### src/rtl/qcldpc_pkg.sv
// Shared types and sizing helpers for the QC-LDPC encoder control path.
// Used by the sequencer, its interface and the latency pipe.
package qcldpc_pkg;

  typedef enum logic [2:0] {
    IDLE,
    LOAD,
    DRAIN,
    PAR,
    OUT
  } seq_state_t;

  function automatic int zspan(int iblks, int nump);
    return (iblks + nump) * nump;
  endfunction

  function automatic int pm_rom_depth(
    int iblks,
    int nump,
    int numz
  );
    return zspan(iblks, nump) * numz;
  endfunction

  function automatic int cnt_w(int steps);
    return (steps > 1) ? $clog2(steps) : 1;
  endfunction

  function automatic logic [7:0] onehot_to_idx(
    logic [31:0] oh
  );
    logic [7:0] idx;
    idx = '0;
    for (int i = 0; i < 32; i++)
      if (oh[i]) idx = 8'(i);
    return idx;
  endfunction

endpackage

### src/rtl/qcldpc_enc_sequencer_if.sv
// Request/stream/ROM/parity bundle of the encode sequencer.
// perf_cycles exists only when QCLDPC_SEQ_PERF_EN is defined.
interface qcldpc_enc_sequencer_if
  import qcldpc_pkg::*;
#(
  parameter int NUM_OF_SUPPORTED_Z           = 3,
  parameter int NUM_INFO_BLKS_PER_CODE_BLK   = 20,
  parameter int NUM_PARITY_BLKS_PER_CODE_BLK = 4,
  parameter int LEVEL_OF_PARALLELIZATION     = 1
) ();

  localparam int NumZ  = NUM_OF_SUPPORTED_Z;
  localparam int IBlks = NUM_INFO_BLKS_PER_CODE_BLK;
  localparam int NumP  = NUM_PARITY_BLKS_PER_CODE_BLK;
  localparam int PLvl  = LEVEL_OF_PARALLELIZATION;
  localparam int AddrW =
    $clog2(pm_rom_depth(IBlks, NumP, NumZ));
  localparam int CntW  = cnt_w(IBlks / PLvl);

  logic            start;
  logic [NumZ-1:0] z_sel;
  logic            in_valid;
  logic            in_ready;
  logic [AddrW-1:0] rom_addr;
  logic            acc_clr;
  logic            acc_en;
  logic [CntW-1:0] col_idx;
  logic            par_start;
  logic            par_done;
  logic            out_valid;
  logic            out_ready;
  logic            busy;
  logic            z_err;
`ifdef QCLDPC_SEQ_PERF_EN
  logic [31:0]     perf_cycles;
`endif

  modport slave (
    input  start, z_sel, in_valid,
    input  par_done, out_ready,
    output
`ifdef QCLDPC_SEQ_PERF_EN
           perf_cycles,
`endif
           in_ready, rom_addr,
           acc_clr, acc_en, col_idx,
           par_start, out_valid,
           busy, z_err
  );

  modport master (
    output start, z_sel, in_valid,
    output par_done, out_ready,
    input
`ifdef QCLDPC_SEQ_PERF_EN
           perf_cycles,
`endif
           in_ready, rom_addr,
           acc_clr, acc_en, col_idx,
           par_start, out_valid,
           busy, z_err
  );

endinterface

### src/rtl/qcldpc_lat_pipe.sv
// Valid+index delay line matching the shift-ROM read latency.
// LAT=0 degenerates to a wire.
module qcldpc_lat_pipe #(
  parameter int LAT = 0,
  parameter int W   = 1
) (
  input  logic         CLK,
  input  logic         rst,
  input  logic         vld,
  input  logic [W-1:0] idx,
  output logic         vld_d,
  output logic [W-1:0] idx_d
);

  if (LAT == 0) begin : g_pass
    logic unused_clk_rst;
    assign unused_clk_rst = CLK ^ rst;
    assign vld_d = vld;
    assign idx_d = idx;
  end else begin : g_pipe
    logic [LAT-1:0] v_q;
    logic [W-1:0]   i_q [LAT];

    always_ff @(posedge CLK) begin
      if (rst) begin
        v_q <= '0;
        for (int k = 0; k < LAT; k++)
          i_q[k] <= '0;
      end else begin
        v_q[0] <= vld;
        i_q[0] <= idx;
        for (int k = 1; k < LAT; k++) begin
          v_q[k] <= v_q[k-1];
          i_q[k] <= i_q[k-1];
        end
      end
    end

    assign vld_d = v_q[LAT-1];
    assign idx_d = i_q[LAT-1];
  end

endmodule

### src/rtl/qcldpc_enc_sequencer.sv
// QC-LDPC encode control FSM: IDLE->LOAD->DRAIN->PAR->OUT.
// Optional cycle counter enabled by QCLDPC_SEQ_PERF_EN.
module qcldpc_enc_sequencer
  import qcldpc_pkg::*;
#(
  parameter int NUM_OF_SUPPORTED_Z           = 3,
  parameter int NUM_INFO_BLKS_PER_CODE_BLK   = 20,
  parameter int NUM_PARITY_BLKS_PER_CODE_BLK = 4,
  parameter int LEVEL_OF_PARALLELIZATION     = 1,
  parameter int ROM_LAT                      = 0
) (
  input logic CLK,
  input logic rst,
  qcldpc_enc_sequencer_if.slave bus
);

  localparam int NumZ  = NUM_OF_SUPPORTED_Z;
  localparam int IBlks = NUM_INFO_BLKS_PER_CODE_BLK;
  localparam int NumP  = NUM_PARITY_BLKS_PER_CODE_BLK;
  localparam int PLvl  = LEVEL_OF_PARALLELIZATION;
  localparam int ZSpan = zspan(IBlks, NumP);
  localparam int PmRomDepth =
    pm_rom_depth(IBlks, NumP, NumZ);
  localparam int AddrW = $clog2(PmRomDepth);
  localparam int Steps = IBlks / PLvl;
  localparam int CntW  = cnt_w(Steps);
  localparam int ZIdxW = (NumZ > 1) ? $clog2(NumZ) : 1;
  localparam int RW    = (NumP > 1) ? $clog2(NumP) : 1;
  localparam int DW    =
    (ROM_LAT > 1) ? $clog2(ROM_LAT) : 1;

  localparam logic [AddrW-1:0] ZSpanA = AddrW'(ZSpan);
  localparam logic [AddrW-1:0] StepA  = AddrW'(PLvl * NumP);
  localparam logic [AddrW-1:0] ParA   = AddrW'(IBlks * NumP);
  localparam logic [CntW-1:0]  LastC  = CntW'(Steps - 1);
  localparam logic [RW-1:0]    LastR  = RW'(NumP - 1);

  if (IBlks % PLvl != 0) begin : g_plvl_chk
    $fatal(1, "PLvl must divide info block count");
  end

  seq_state_t       state_q, state_d;
  logic [ZIdxW-1:0] z_idx_q, z_idx_d;
  logic [CntW-1:0]  c_cnt_q, c_cnt_d;
  logic [RW-1:0]    r_q, r_d;
  logic [DW-1:0]    d_q, d_d;
  logic             ps_q, ps_d;
  logic             clr_q, clr_d;
  logic             zerr_q, zerr_d;

  logic             in_rdy;
  logic             par_st;
  logic             o_vld;
  logic             accept;
  logic [AddrW-1:0] addr;
  logic [AddrW-1:0] z_base;
  logic             acc_en_w;
  logic [CntW-1:0]  col_w;

  assign accept = bus.in_valid & in_rdy;

  always_ff @(posedge CLK) begin
    if (rst) begin
      state_q <= IDLE;
      z_idx_q <= '0;
      c_cnt_q <= '0;
      r_q     <= '0;
      d_q     <= '0;
      ps_q    <= 1'b0;
      clr_q   <= 1'b0;
      zerr_q  <= 1'b0;
    end else begin
      state_q <= state_d;
      z_idx_q <= z_idx_d;
      c_cnt_q <= c_cnt_d;
      r_q     <= r_d;
      d_q     <= d_d;
      ps_q    <= ps_d;
      clr_q   <= clr_d;
      zerr_q  <= zerr_d;
    end
  end

  always_comb begin
    state_d = state_q;
    z_idx_d = z_idx_q;
    c_cnt_d = c_cnt_q;
    r_d     = r_q;
    d_d     = d_q;
    ps_d    = 1'b0;
    clr_d   = 1'b0;
    zerr_d  = 1'b0;
    in_rdy  = 1'b0;
    par_st  = 1'b0;
    o_vld   = 1'b0;
    addr    = '0;
    z_base  = AddrW'(z_idx_q) * ZSpanA;
    unique case (state_q)
      IDLE: begin
        if (bus.start) begin
          if ($onehot(bus.z_sel)) begin
            z_idx_d = ZIdxW'(
              onehot_to_idx(32'(bus.z_sel)));
            clr_d   = 1'b1;
            c_cnt_d = '0;
            state_d = LOAD;
          end else begin
            zerr_d = 1'b1;
          end
        end
      end
      LOAD: begin
        in_rdy = 1'b1;
        addr   = z_base + AddrW'(c_cnt_q) * StepA;
        if (bus.in_valid) begin
          if (c_cnt_q == LastC) begin
            c_cnt_d = '0;
            d_d     = '0;
            r_d     = '0;
            state_d = (ROM_LAT > 0) ? DRAIN : PAR;
          end else begin
            c_cnt_d = c_cnt_q + 1'b1;
          end
        end
      end
      DRAIN: begin
        // wait until the last delayed acc_en has left the pipe
        if (int'(d_q) >= ROM_LAT - 1) state_d = PAR;
        else d_d = d_q + 1'b1;
      end
      PAR: begin
        addr   = z_base + ParA + AddrW'(r_q);
        par_st = ~ps_q;
        ps_d   = 1'b1;
        if (r_q != LastR) r_d = r_q + 1'b1;
        if (bus.par_done) state_d = OUT;
      end
      OUT: begin
        o_vld = 1'b1;
        if (bus.out_ready) state_d = IDLE;
      end
      default: state_d = IDLE;
    endcase
  end

  qcldpc_lat_pipe #(
    .LAT (ROM_LAT),
    .W   (CntW)
  ) u_lat_pipe (
    .CLK   (CLK),
    .rst   (rst),
    .vld   (accept),
    .idx   (c_cnt_q),
    .vld_d (acc_en_w),
    .idx_d (col_w)
  );

  assign bus.in_ready  = in_rdy;
  assign bus.rom_addr  = addr;
  assign bus.acc_clr   = clr_q;
  assign bus.acc_en    = acc_en_w;
  assign bus.col_idx   = col_w;
  assign bus.par_start = par_st;
  assign bus.out_valid = o_vld;
  assign bus.busy      = (state_q != IDLE);
  assign bus.z_err     = zerr_q;

`ifdef QCLDPC_SEQ_PERF_EN
  logic [31:0] run_q, run_nx, perf_q;

  assign run_nx = (&run_q) ? run_q : run_q + 32'd1;

  always_ff @(posedge CLK) begin
    if (rst) begin
      run_q  <= '0;
      perf_q <= '0;
    end else begin
      run_q <= (state_q == IDLE) ? '0 : run_nx;
      if (state_q == OUT && bus.out_ready)
        perf_q <= run_nx;
    end
  end

  assign bus.perf_cycles = perf_q;
`endif

endmodule

### src/flat_wrapper.sv
// flat-port wrapper written by rule: the top's interface ports become plain ports
module qcldpc_enc_sequencer_flat import qcldpc_pkg::*;
#(
  parameter int NUM_OF_SUPPORTED_Z           = 3,
  parameter int NUM_INFO_BLKS_PER_CODE_BLK   = 20,
  parameter int NUM_PARITY_BLKS_PER_CODE_BLK = 4,
  parameter int LEVEL_OF_PARALLELIZATION     = 1,
  parameter int ROM_LAT                      = 0
)
  (CLK, rst, bus_start, bus_z_sel, bus_in_valid, bus_par_done, bus_out_ready, bus_in_ready, bus_rom_addr, bus_acc_clr, bus_acc_en, bus_col_idx, bus_par_start, bus_out_valid, bus_busy, bus_z_err);
  qcldpc_enc_sequencer_if #(.NUM_OF_SUPPORTED_Z(NUM_OF_SUPPORTED_Z), .NUM_INFO_BLKS_PER_CODE_BLK(NUM_INFO_BLKS_PER_CODE_BLK), .NUM_PARITY_BLKS_PER_CODE_BLK(NUM_PARITY_BLKS_PER_CODE_BLK), .LEVEL_OF_PARALLELIZATION(LEVEL_OF_PARALLELIZATION)) bus_i ();
  input logic CLK;
  input logic rst;
  input wire logic [$bits(bus_i.start)-1:0] bus_start;
  input wire logic [$bits(bus_i.z_sel)-1:0] bus_z_sel;
  input wire logic [$bits(bus_i.in_valid)-1:0] bus_in_valid;
  input wire logic [$bits(bus_i.par_done)-1:0] bus_par_done;
  input wire logic [$bits(bus_i.out_ready)-1:0] bus_out_ready;
  output wire logic [$bits(bus_i.in_ready)-1:0] bus_in_ready;
  output wire logic [$bits(bus_i.rom_addr)-1:0] bus_rom_addr;
  output wire logic [$bits(bus_i.acc_clr)-1:0] bus_acc_clr;
  output wire logic [$bits(bus_i.acc_en)-1:0] bus_acc_en;
  output wire logic [$bits(bus_i.col_idx)-1:0] bus_col_idx;
  output wire logic [$bits(bus_i.par_start)-1:0] bus_par_start;
  output wire logic [$bits(bus_i.out_valid)-1:0] bus_out_valid;
  output wire logic [$bits(bus_i.busy)-1:0] bus_busy;
  output wire logic [$bits(bus_i.z_err)-1:0] bus_z_err;
  assign bus_i.start = bus_start;
  assign bus_i.z_sel = bus_z_sel;
  assign bus_i.in_valid = bus_in_valid;
  assign bus_i.par_done = bus_par_done;
  assign bus_i.out_ready = bus_out_ready;
  assign bus_in_ready = bus_i.in_ready;
  assign bus_rom_addr = bus_i.rom_addr;
  assign bus_acc_clr = bus_i.acc_clr;
  assign bus_acc_en = bus_i.acc_en;
  assign bus_col_idx = bus_i.col_idx;
  assign bus_par_start = bus_i.par_start;
  assign bus_out_valid = bus_i.out_valid;
  assign bus_busy = bus_i.busy;
  assign bus_z_err = bus_i.z_err;
  qcldpc_enc_sequencer #(.NUM_OF_SUPPORTED_Z(NUM_OF_SUPPORTED_Z), .NUM_INFO_BLKS_PER_CODE_BLK(NUM_INFO_BLKS_PER_CODE_BLK), .NUM_PARITY_BLKS_PER_CODE_BLK(NUM_PARITY_BLKS_PER_CODE_BLK), .LEVEL_OF_PARALLELIZATION(LEVEL_OF_PARALLELIZATION), .ROM_LAT(ROM_LAT)) u_core (.CLK(CLK), .rst(rst), .bus(bus_i));
endmodule
### config.mk
export PLATFORM = sky130hd
export DESIGN_NAME = qcldpc_enc_sequencer_flat
export DESIGN_NICKNAME = d
export VERILOG_FILES = /design/src/rtl/qcldpc_pkg.sv /design/src/rtl/qcldpc_enc_sequencer_if.sv /design/src/rtl/qcldpc_lat_pipe.sv /design/src/rtl/qcldpc_enc_sequencer.sv /design/src/flat_wrapper.sv
export SDC_FILE = /design/constraint.sdc
export NUM_CORES = 1
export LEC_CHECK = 0
export ABC_AREA = 1
export ABC_CLOCK_PERIOD_IN_PS = 4050
export CORE_MARGIN = 5
export CORE_UTILIZATION = 45
export DETAILED_ROUTE_END_ITERATION = 10
export GPL_TIMING_DRIVEN = 0
export HOLD_SLACK_MARGIN = 0.08
export PLACE_DENSITY = 0.73
export SLEW_MARGIN = 10
export SYNTH_ARGS = -nofsm -noshare
export SYNTH_HDL_FRONTEND = slang
export SYNTH_SLANG_ARGS = --single-unit
### constraint.sdc
create_clock -name CLK -period 4.05 [get_ports CLK]
set_clock_uncertainty 0.1 [all_clocks]
set_input_delay 0.81 -clock CLK [delete_from_list [all_inputs] [get_ports CLK]]
set_output_delay 0.81 -clock CLK [all_outputs]
set_load 0.01 [all_outputs]
==> results.tsv <==
stage	metric	value	unit
outcome	status	finished clean	
clock_network	postCtsSetupBuffers	0	
min_path	holdPathStages	2	
synth	synthArstFlopShare	0	%
global_routing	grt_first_pass_wirelength	4885	µm
sta	finalSetupViolations	0	
layout	synthToLayoutAreaGrowth	28.02	%
setup_path	reg2reg_from	u_core.c_cnt_q[0]	
sta	layout_setup_ws	0.6406	ns
floorplanning	die_w	62.33	µm
drt	wl_per_cell	11.22	µm
drt	drt_iter0_drc	32	
drt	vias_per_cell	4.859	
setup_path	crit_path_max_fanout	5	
floorplanning	core	0.002686	mm²
global_routing	gr-max-usage-layer	met2	
sta	rsz0062_at_grt	false	
clock_network	htree_levels	1	
setup_path	cpPeakStageDelay	0.60	ns
pwr	power_density	593.4	mW/mm²
floorplanning	dieArea	0.003885	mm²
clock_network	ctsResizeCount	0	
global_routing	grt_overflow	0	
clock_network	clk_pin_slew	0.10	ns
global_routing	grt_pass1_vias	1134	
clock_network	cts.sinks	15	
setup_path	ff2ff_path_depth	10	
setup_path	cp.arrival	2.50	ns
setup_path	setup.worst_path.start_class	flop	
setup_path	end_kind	primary output	
synth	ys_warn_count	0	
synth	yosys.area.top_type	dfxtp_1	
sta	finalCritPeriodShare	84.18	%
global_routing	antenna_found_initial	0	
run	drv_cap	0	
placement	port_buffers	28	
setup_path	crit_type	flop to primary output	
global_routing	gr-usage-met3	2.883	%
placement	dp_hpwl	2127	µm
drt	antenna_left	0	
min_path	holdPathEnd	u_core.r_q[1]	
pwr	p_leak	0.7046	nW
drt	postRouteWirelength	2703	µm
sta	max_freq	293.3	MHz
setup_path	r2r_slack	2.49	ns
synth	syn_inst	178	
synth	synthTopCellsByCount	nand2_1, nor2_1, inv_1	
drt	drt_first_pass_iters	4	
layout	final_area	0.001578	mm²
floorplanning	start_util	45.88	%
clock_network	cts_tree	built	
min_path	hold_path_class	flop to flop	
sta	worst_pin_slew	0.5053	ns
pwr	ir_worst_vdd	0.4309	mV
setup_path	crit_family	buffers and inverters	
clock_network	holdBufCountCts	0	
global_routing	use_met1	18.72	%
setup_path	cp.required	3.14	ns
synth	yosysSeqAreaShare	24.37	%
drt	vias	1171	
synth	ys_ff_latch	15	
clock_network	cts_root_buffer	clkbuf_4	
layout	drive_gt1_share	16.19	%
drt	drc_errors	0	
synth	ys.flop_type	dfxtp_1	
setup_path	crit_slowest_cell	clkdlybuf4s50_1	
sta	fin_crit	3.409	ns
layout	nets	230	
sta	slew_headroom	66.31	%
synth	syn_area_per_cell	6.924	µm²
global_routing	grt.met2_usage	25.00	%
synth	syn_nets	197	
setup_path	crit_path_cell_trace	inv_1 -> ha_1 -> inv_1 -> ha_1 -> nand2_1 -> nand2_1 -> nand3_1 -> nand2_1 -> o32ai_1 -> clkdlybuf4s50_1	
synth	synth_area	0.001232	mm²
layout	nFillCells	253	
clock_network	insertion_delay	0.29	ns
placement	gp_congestion	0.7854	
synth	synth.distinct_cells	29	
clock_network	cts_buffer_depth	2	
global_routing	grt_usage	14.90	%
floorplanning	rows	19	
setup_path	cp_num_buf_inv	3	
placement	place_ws	1.013	ns
pwr	power	0.0009362	W
min_path	hp-start	u_core.r_q[1]	
clock_network	cts-buffers-inserted	3	
synth	yosys.area.top_type_share	24.37	%
sta	drv_slew	0	
synth	synth.area.top_cells	dfxtp_1, nand2_1, nor2_1	
sta	final.setup.tns	0	ns
placement	placed_area	0.001551	mm²
global_routing	grt_max_degree	11	
sta	hold_viol	0	
setup_path	rr_endpoint	u_core.state_q[2]	
floorplanning	fp.dieH	62.33	µm
placement	dp.cells	237	
layout	instances_no_fill	241	
synth	synth-edff-count	0	
floorplanning	top_level_ports	30	
layout	antenna_cells	0	
setup_path	crit_top_cell	nand2_1	
==> where the power goes <==
part	switching, W	internal, W
sequential	0.0000391	0.000185
combinational	0.000364	0.000255
clock	0.0000543	0.0000383
==> final cells by class <==
class                           instances  area (µm²)  area share (%)
Multi-Input combinational cell        129       787.0           49.88
Sequential cell                        15       300.3           19.03
Clock buffer                            4       26.28           1.665
Timing Repair Buffer                   28       280.3           17.76
Buffer                                  3       26.28           1.665
Inverter                               31       118.9           7.534
Tap cell                               31       38.79           2.458
==> cells in the final DEF, fill, tap and decap left out, drive strengths merged <==
cell type	instances
a211oi	1
a21oi	8
buf	3
clkbuf	4
clkdlybuf4s50	28
dfxtp	15
fa	2
ha	8
inv	31
nand2	44
nand3	13
nand4	2
nor2	39
nor3	2
o21ai	6
o22ai	1
o32ai	1
xor2	2
==> cell families (layout without fill, tap and decap cells) <==
family / Yosys count / in the layout / synth area share [%]
AOI/OAI and AO/OA: 17 / 17 / 8.732
xor gates and xnor gates: 2 / 2 / 1.422
adders and majority gates: 10 / 10 / 11.37
buffers and inverters: 34 / 66 / 11.78
DFF: 15 / 15 / 24.37
and+or+nand+nor: 100 / 100 / 42.33
==> worst register-to-register path: stages (launching register included) <==
cell and delay, ns:
dfxtp_1 0.43, ha_1 0.24, nand2_1 0.07, inv_1 0.05, nand2_1 0.12, nand2_4 0.12, nand2_2 0.05, inv_2 0.09
nand3_1 0.08, nand2_1 0.07, nor2_1 0.04
==> routing by layer <==
| metal | share of wire (%) | up-vias |
|---|---|---|
| met2 | 48 | 37 |
| met1 | 45 | 512 |
| met5 | 0 | - |
| met3 | 5.6 | 5 |
| met4 | 1.3 | 0 |
| li1 | - | 617 |
==> metrics by stage <==
stage | util, % | hold WS (ns)
detailed placement | 57.76 | 0.4057
finish | 58.73 | 0.4198
global placement | 57.76 | 0.3945
global route | 58.73 | 0.4713
floorplan | - | 0.3772
CTS | 58.73 | 0.4190
==> flip-flops by register name, summed over array words and instances, names as in the netlist <==
| register | flops |
|---|---|
| u_core.c_cnt_q | 5 |
| u_core.state_q | 3 |
| u_core.r_q | 2 |
| u_core.z_idx_q | 2 |
| u_core.bus.acc_clr | 1 |
| u_core.bus.z_err | 1 |
| u_core.ps_q | 1 |
==> worst max-delay path by stage <==
stage,startpoint,to,cells past startpoint
after floorplan,u_core.z_idx_q[0],bus_rom_addr[7],5
after global placement,u_core.z_idx_q[0],bus_rom_addr[7],6
after detailed placement,u_core.z_idx_q[0],bus_rom_addr[8],10
after CTS,u_core.z_idx_q[0],bus_rom_addr[8],10
after global routing,u_core.z_idx_q[0],bus_rom_addr[7],6
final,u_core.z_idx_q[0],bus_rom_addr[8],10
Power figures use the tool's default switching activity.
